### config.mk
export PLATFORM = sky130hd
export DESIGN_NAME = vga_timing
export DESIGN_NICKNAME = d
export VERILOG_FILES = /design/src/rtl/vga_timing.sv
export SDC_FILE = /design/constraint.sdc
export NUM_CORES = 1
export LEC_CHECK = 0
export ABC_AREA = 1
export CAP_MARGIN = 20
export CORE_MARGIN = 2
export CORE_UTILIZATION = 55
export CTS_CLUSTER_SIZE = 10
export DETAILED_ROUTE_END_ITERATION = 8
export HOLD_SLACK_MARGIN = 0.1
export PLACE_DENSITY = 0.88
export SKIP_CTS_REPAIR_TIMING = 1
export SYNTH_ARGS = -nofsm -noshare
export SYNTH_HDL_FRONTEND = slang
export SYNTH_SLANG_ARGS = --single-unit
### constraint.sdc
create_clock -name pclk -period 2.95 [get_ports pclk]
set_input_delay 0.885 -clock pclk [delete_from_list [all_inputs] [get_ports pclk]]
set_output_delay 0.885 -clock pclk [all_outputs]
set_load 0.05 [all_outputs]
### src/rtl/vga_timing.sv
// vga_timing: free-running VGA timing generator (default 1024x768@60, 65 MHz pclk).
// Revision 1.0 - initial release.
`default_nettype none

module vga_timing #(
  parameter int H_ACTIVE     = 1024,
  parameter int H_SYNC_START = 1048,
  parameter int H_SYNC_WIDTH = 136,
  parameter int H_TOTAL      = 1344,
  parameter int V_ACTIVE     = 768,
  parameter int V_SYNC_START = 771,
  parameter int V_SYNC_WIDTH = 6,
  parameter int V_TOTAL      = 806
) (
  input  logic        pclk,
  input  logic        rst,
  output logic [10:0] hcount_out,
  output logic [10:0] vcount_out,
  output logic        hsync_out,
  output logic        vsync_out,
  output logic        hblnk_out,
  output logic        vblnk_out,
  output logic        frame_start_out,
  output logic [7:0]  frame_cnt_out
);

  localparam logic [10:0] C_H_LAST   = 11'(H_TOTAL - 1);
  localparam logic [10:0] C_V_LAST   = 11'(V_TOTAL - 1);
  localparam logic [10:0] C_H_ACTIVE = 11'(H_ACTIVE);
  localparam logic [10:0] C_V_ACTIVE = 11'(V_ACTIVE);
  localparam logic [10:0] C_HS_BEG   = 11'(H_SYNC_START);
  localparam logic [10:0] C_HS_END   = 11'(H_SYNC_START + H_SYNC_WIDTH);
  localparam logic [10:0] C_VS_BEG   = 11'(V_SYNC_START);
  localparam logic [10:0] C_VS_END   = 11'(V_SYNC_START + V_SYNC_WIDTH);

  logic [10:0] hcount_q, hcount_d;
  logic [10:0] vcount_q, vcount_d;
  logic        hsync_q, hsync_d;
  logic        vsync_q, vsync_d;
  logic        hblnk_q, hblnk_d;
  logic        vblnk_q, vblnk_d;
  logic        fstart_q, fstart_d;
  logic [7:0]  fcnt_q, fcnt_d;
  logic        w_h_wrap;
  logic        w_frame_wrap;

  // Flags are decoded from the next counts so every registered output
  // describes the same pixel in the same cycle.
  always_comb begin
    w_h_wrap     = (hcount_q == C_H_LAST);
    w_frame_wrap = w_h_wrap && (vcount_q == C_V_LAST);

    hcount_d = w_h_wrap ? 11'd0 : hcount_q + 11'd1;
    vcount_d = vcount_q;
    if (w_h_wrap) begin
      vcount_d = (vcount_q == C_V_LAST) ? 11'd0 : vcount_q + 11'd1;
    end

    hsync_d  = (hcount_d >= C_HS_BEG) && (hcount_d < C_HS_END);
    vsync_d  = (vcount_d >= C_VS_BEG) && (vcount_d < C_VS_END);
    hblnk_d  = (hcount_d >= C_H_ACTIVE);
    vblnk_d  = (vcount_d >= C_V_ACTIVE);
    fstart_d = w_frame_wrap;
    fcnt_d   = fcnt_q + {7'd0, w_frame_wrap};
  end

  always_ff @(posedge pclk) begin
    if (rst) begin
      hcount_q <= 11'd0;
      vcount_q <= 11'd0;
      hsync_q  <= 1'b0;
      vsync_q  <= 1'b0;
      hblnk_q  <= 1'b0;
      vblnk_q  <= 1'b0;
      fstart_q <= 1'b0;
      fcnt_q   <= 8'd0;
    end else begin
      hcount_q <= hcount_d;
      vcount_q <= vcount_d;
      hsync_q  <= hsync_d;
      vsync_q  <= vsync_d;
      hblnk_q  <= hblnk_d;
      vblnk_q  <= vblnk_d;
      fstart_q <= fstart_d;
      fcnt_q   <= fcnt_d;
    end
  end

  assign hcount_out      = hcount_q;
  assign vcount_out      = vcount_q;
  assign hsync_out       = hsync_q;
  assign vsync_out       = vsync_q;
  assign hblnk_out       = hblnk_q;
  assign vblnk_out       = vblnk_q;
  assign frame_start_out = fstart_q;
  assign frame_cnt_out   = fcnt_q;

endmodule

`default_nettype wire

==> reports/results.txt <==
number of global-route vias before repair: 1655
count of boundary I/O pins: 37
Worst Path Arrival: 1.69 ns
end of the worst register-to-register path: frame_cnt_out[6]$_SDFF_PP0_
crit path capture: vcount_out[4]
number of buffers and inverters on the critical path: 1
H-tree Lvls: 2
number of buffers inserted during clock tree synthesis: 5
Sequential Area: 701 um^2
crit path time final: 2.57 ns
Diodes inserted: 0
sort of element at the end of the critical path: primary output
buffer depth of the longest clock path: 2
dominant cell by count in the synthesized netlist: nand2_1
drt pass-1 iters: 4
residual DRC count: 0
yosys synthesis warning count: 0
syn nets: 287
most area-hungry cell type in the Yosys netlist: dfxtp_1
Least-Margin Pin Slew: 0.530 ns
CP cell instances: clkdlybuf4s50_1
relative slew slack: 64.6%
clock tree from TritonCTS: done
total via count in the routed design: 1820
cell count along the critical path: 1
synthesized instance count: 280
portion of the post-synthesis area used by sequential elements: 38.1%
final weighted congestion of routability-driven global placement: 0.942
setup violators final: 0
worst reg-to-reg setup slack: 0.63 ns
main area contributors after synthesis: dfxtp_1 38%, nand2_1 14%, nor2_1 12%
standard-cell rows: 20
CP Launch Type: flop
class of the most critical setup path: reg -> out
final-layout worst hold slack: 0.480 ns
post-route fraction of the period consumed by the critical path: 87.2%
antenna violations before repair: 0
half-perimeter wire length after detailed placement: 3.19 mm
path type of the worst min-delay path: reg -> reg
number of flops mapped to enable cells by yosys: 0
final hold vios: 0
wire length of the first global-routing pass: 6.81 mm
slowest stage cell, crit path: clkdlybuf4s50_1
Crit. Startpoint: vcount_out[4]$_SDFF_PP0_
relative area change from synthesis to final layout: 24.9%
top cell types by occurrence after synthesis: 71 x nand2_1, 58 x nor2_1, 38 x inv_1
Final Max Tran Viols: 0
gr usage total: 24.1%
distinct cell type count of the synthesized netlist: 26
mean instance size in the synthesized netlist: 6.57 um^2
drt wl/cell: 11.3 um
clk sinks: 35
Required @ worst endpoint: 2.07 ns
share of layout cells above drive strength 1: 8.07%
share of the synthesized area in the top cell type: 38.1%
Die Footprint: 3820 um^2
synthesized area: 1840 um^2
Die Span Y: 61.8 um
Leak: 0.963 nW
power per standard cell area: 331 nW/um^2
Post-Route WL: 4.12 mm
Post-synth top flop: dfxtp_1
via-per-instance ratio: 4.97
Final nets: 328
number of filler instances in the final layout: 254
Starting Density: 58.8%
clock insertion delay at the later pin of the skew report: 0.33 ns
largest net degree at the start of global routing: 15
highest ir drop seen on vdd: 354 uV
Die W: 61.8 um
crit-path max FO: 8
Setup Total Neg Slack: 0 ns
Async SR Flop Fraction: 0%
number of maximum-capacitance constraint violations: 0
number of input and output port buffers inserted: 36
outcome: finished, final reports clean
final global-route overflow total: 0
setup repair after global routing missed its margin: false
Largest stage delay, worst path: 0.86 ns
Post-DRT Antenna Nets: 0
flop and latch count out of synthesis: 35
gate family responsible for the most delay along the worst path: buffers and inverters
clock input transition at the sequential cells of the worst setup and hold paths: 0.10 ns
Root Buffer Master: clkbuf_4
startpoint of the lowest-slack register-to-register path: hcount_out[10]$_SDFF_PP0_
depth of the most critical reg-to-reg path: 13
Final Skew: 0.00160 ns
placeable core region: 3130 um^2
Cells on Worst Hold Path: 1
maximum clock frequency: 389 MHz
Multi-input gate area: 958 um^2
violation count after the first detailed-routing iteration: 107
## layout by cell type (no fill, tap or decap)
cell type and n:
inv_2 4, nor2_4 1, o21a_1 1, nand2_2 5, xnor2_1 1, nand4_1 1, xor2_1 7, nor2_2 3
o21ai_2 1, a21oi_1 4, dfxtp_1 35, nand4_4 1, ha_1 5, nor2_1 58, nand3_2 2, inv_1 38
o21ai_0 3, nand2_1 71, clkinv_2 1, nand3_1 27, clkbuf_1 2, o21ai_1 3, o21bai_1 1, buf_4 2
clkbuf_4 5, nand3b_1 1, or2_2 1, clkdlybuf4s50_1 36, nor3_1 2
## power by group
part,total (W),internal (W),leakage [nW],switching [W]
sequential,0.000479,0.000476,0.282,0.00000353
clock,0.000242,0.0000929,0.0293,0.000150
combinational,0.0000378,0.0000125,0.651,0.0000252
## cells by family after synthesis
family | synth area share (%)
XOR/XNOR | 3.81
buffers and inverters | 9.80
AO/OA/AOI/OAI | 4.01
flip-flops | 38.1
adder cells (fa/ha/maj) | 3.40
AND/OR/NAND/NOR | 40.9
## metal layers
| layer | track usage [%] | share of wire [%] |
|---|---|---|
| met5 | 0 | 0 |
| met4 | 6.69 | 0.75 |
| met3 | 6.83 | 5.9 |
| met2 | 41.7 | 47 |
| met1 | 29.3 | 46 |
## per-stage QoR
| step | utilization (%) | cells | power [W] | cell area (um^2) | worst slack (ns) |
|---|---|---|---|---|---|
| 2_1_floorplan | - | 280 | 0.000515 | 1840 | 0.624 |
| 3_3_place_gp | 71.8 | 358 | 0.000527 | 2250 | 0.729 |
| 3_5_place_dp | 71.8 | 358 | 0.000528 | 2250 | 0.669 |
| 4_1_cts | 73.4 | 366 | 0.000769 | 2300 | 0.363 |
| 5_1_grt | 73.4 | 366 | 0.000788 | 2300 | 0.323 |
| 6_report | 73.4 | 366 | 0.000759 | 2300 | 0.378 |
## registers in the layout (all words and copies together) (netlist names)
signal / cells
hcount_out: 11
vcount_out: 11
frame_cnt_out: 8
frame_start_out: 1
hblnk_out: 1
hsync_out: 1
vblnk_out: 1
vsync_out: 1
## worst min path at each step
stage | from | endpoint | slack (ns)
final | hcount_out[0]$_SDFF_PP0_ | hcount_out[0]$_SDFF_PP0_ | 0.48
after global routing | hcount_out[0]$_SDFF_PP0_ | hcount_out[0]$_SDFF_PP0_ | 0.51
after CTS | hcount_out[0]$_SDFF_PP0_ | hcount_out[0]$_SDFF_PP0_ | 0.49
after detailed placement | hcount_out[0]$_SDFF_PP0_ | hcount_out[0]$_SDFF_PP0_ | 0.47
after global placement | hcount_out[0]$_SDFF_PP0_ | hcount_out[0]$_SDFF_PP0_ | 0.45
after floorplan | hcount_out[0]$_SDFF_PP0_ | hcount_out[0]$_SDFF_PP0_ | 0.66
## final cells by class
cell class | instances | share of cell area [%]
Multi-Input combinational cell | 199 | 41.7
Sequential cell | 35 | 30.5
Timing Repair Buffer | 38 | 16.3
Inverter | 42 | 6.86
Tap cell | 44 | 2.40
Clock buffer | 7 | 1.96
Clock inverter | 1 | 0.218
No activity file was read; power rests on OpenSTA's default activity.
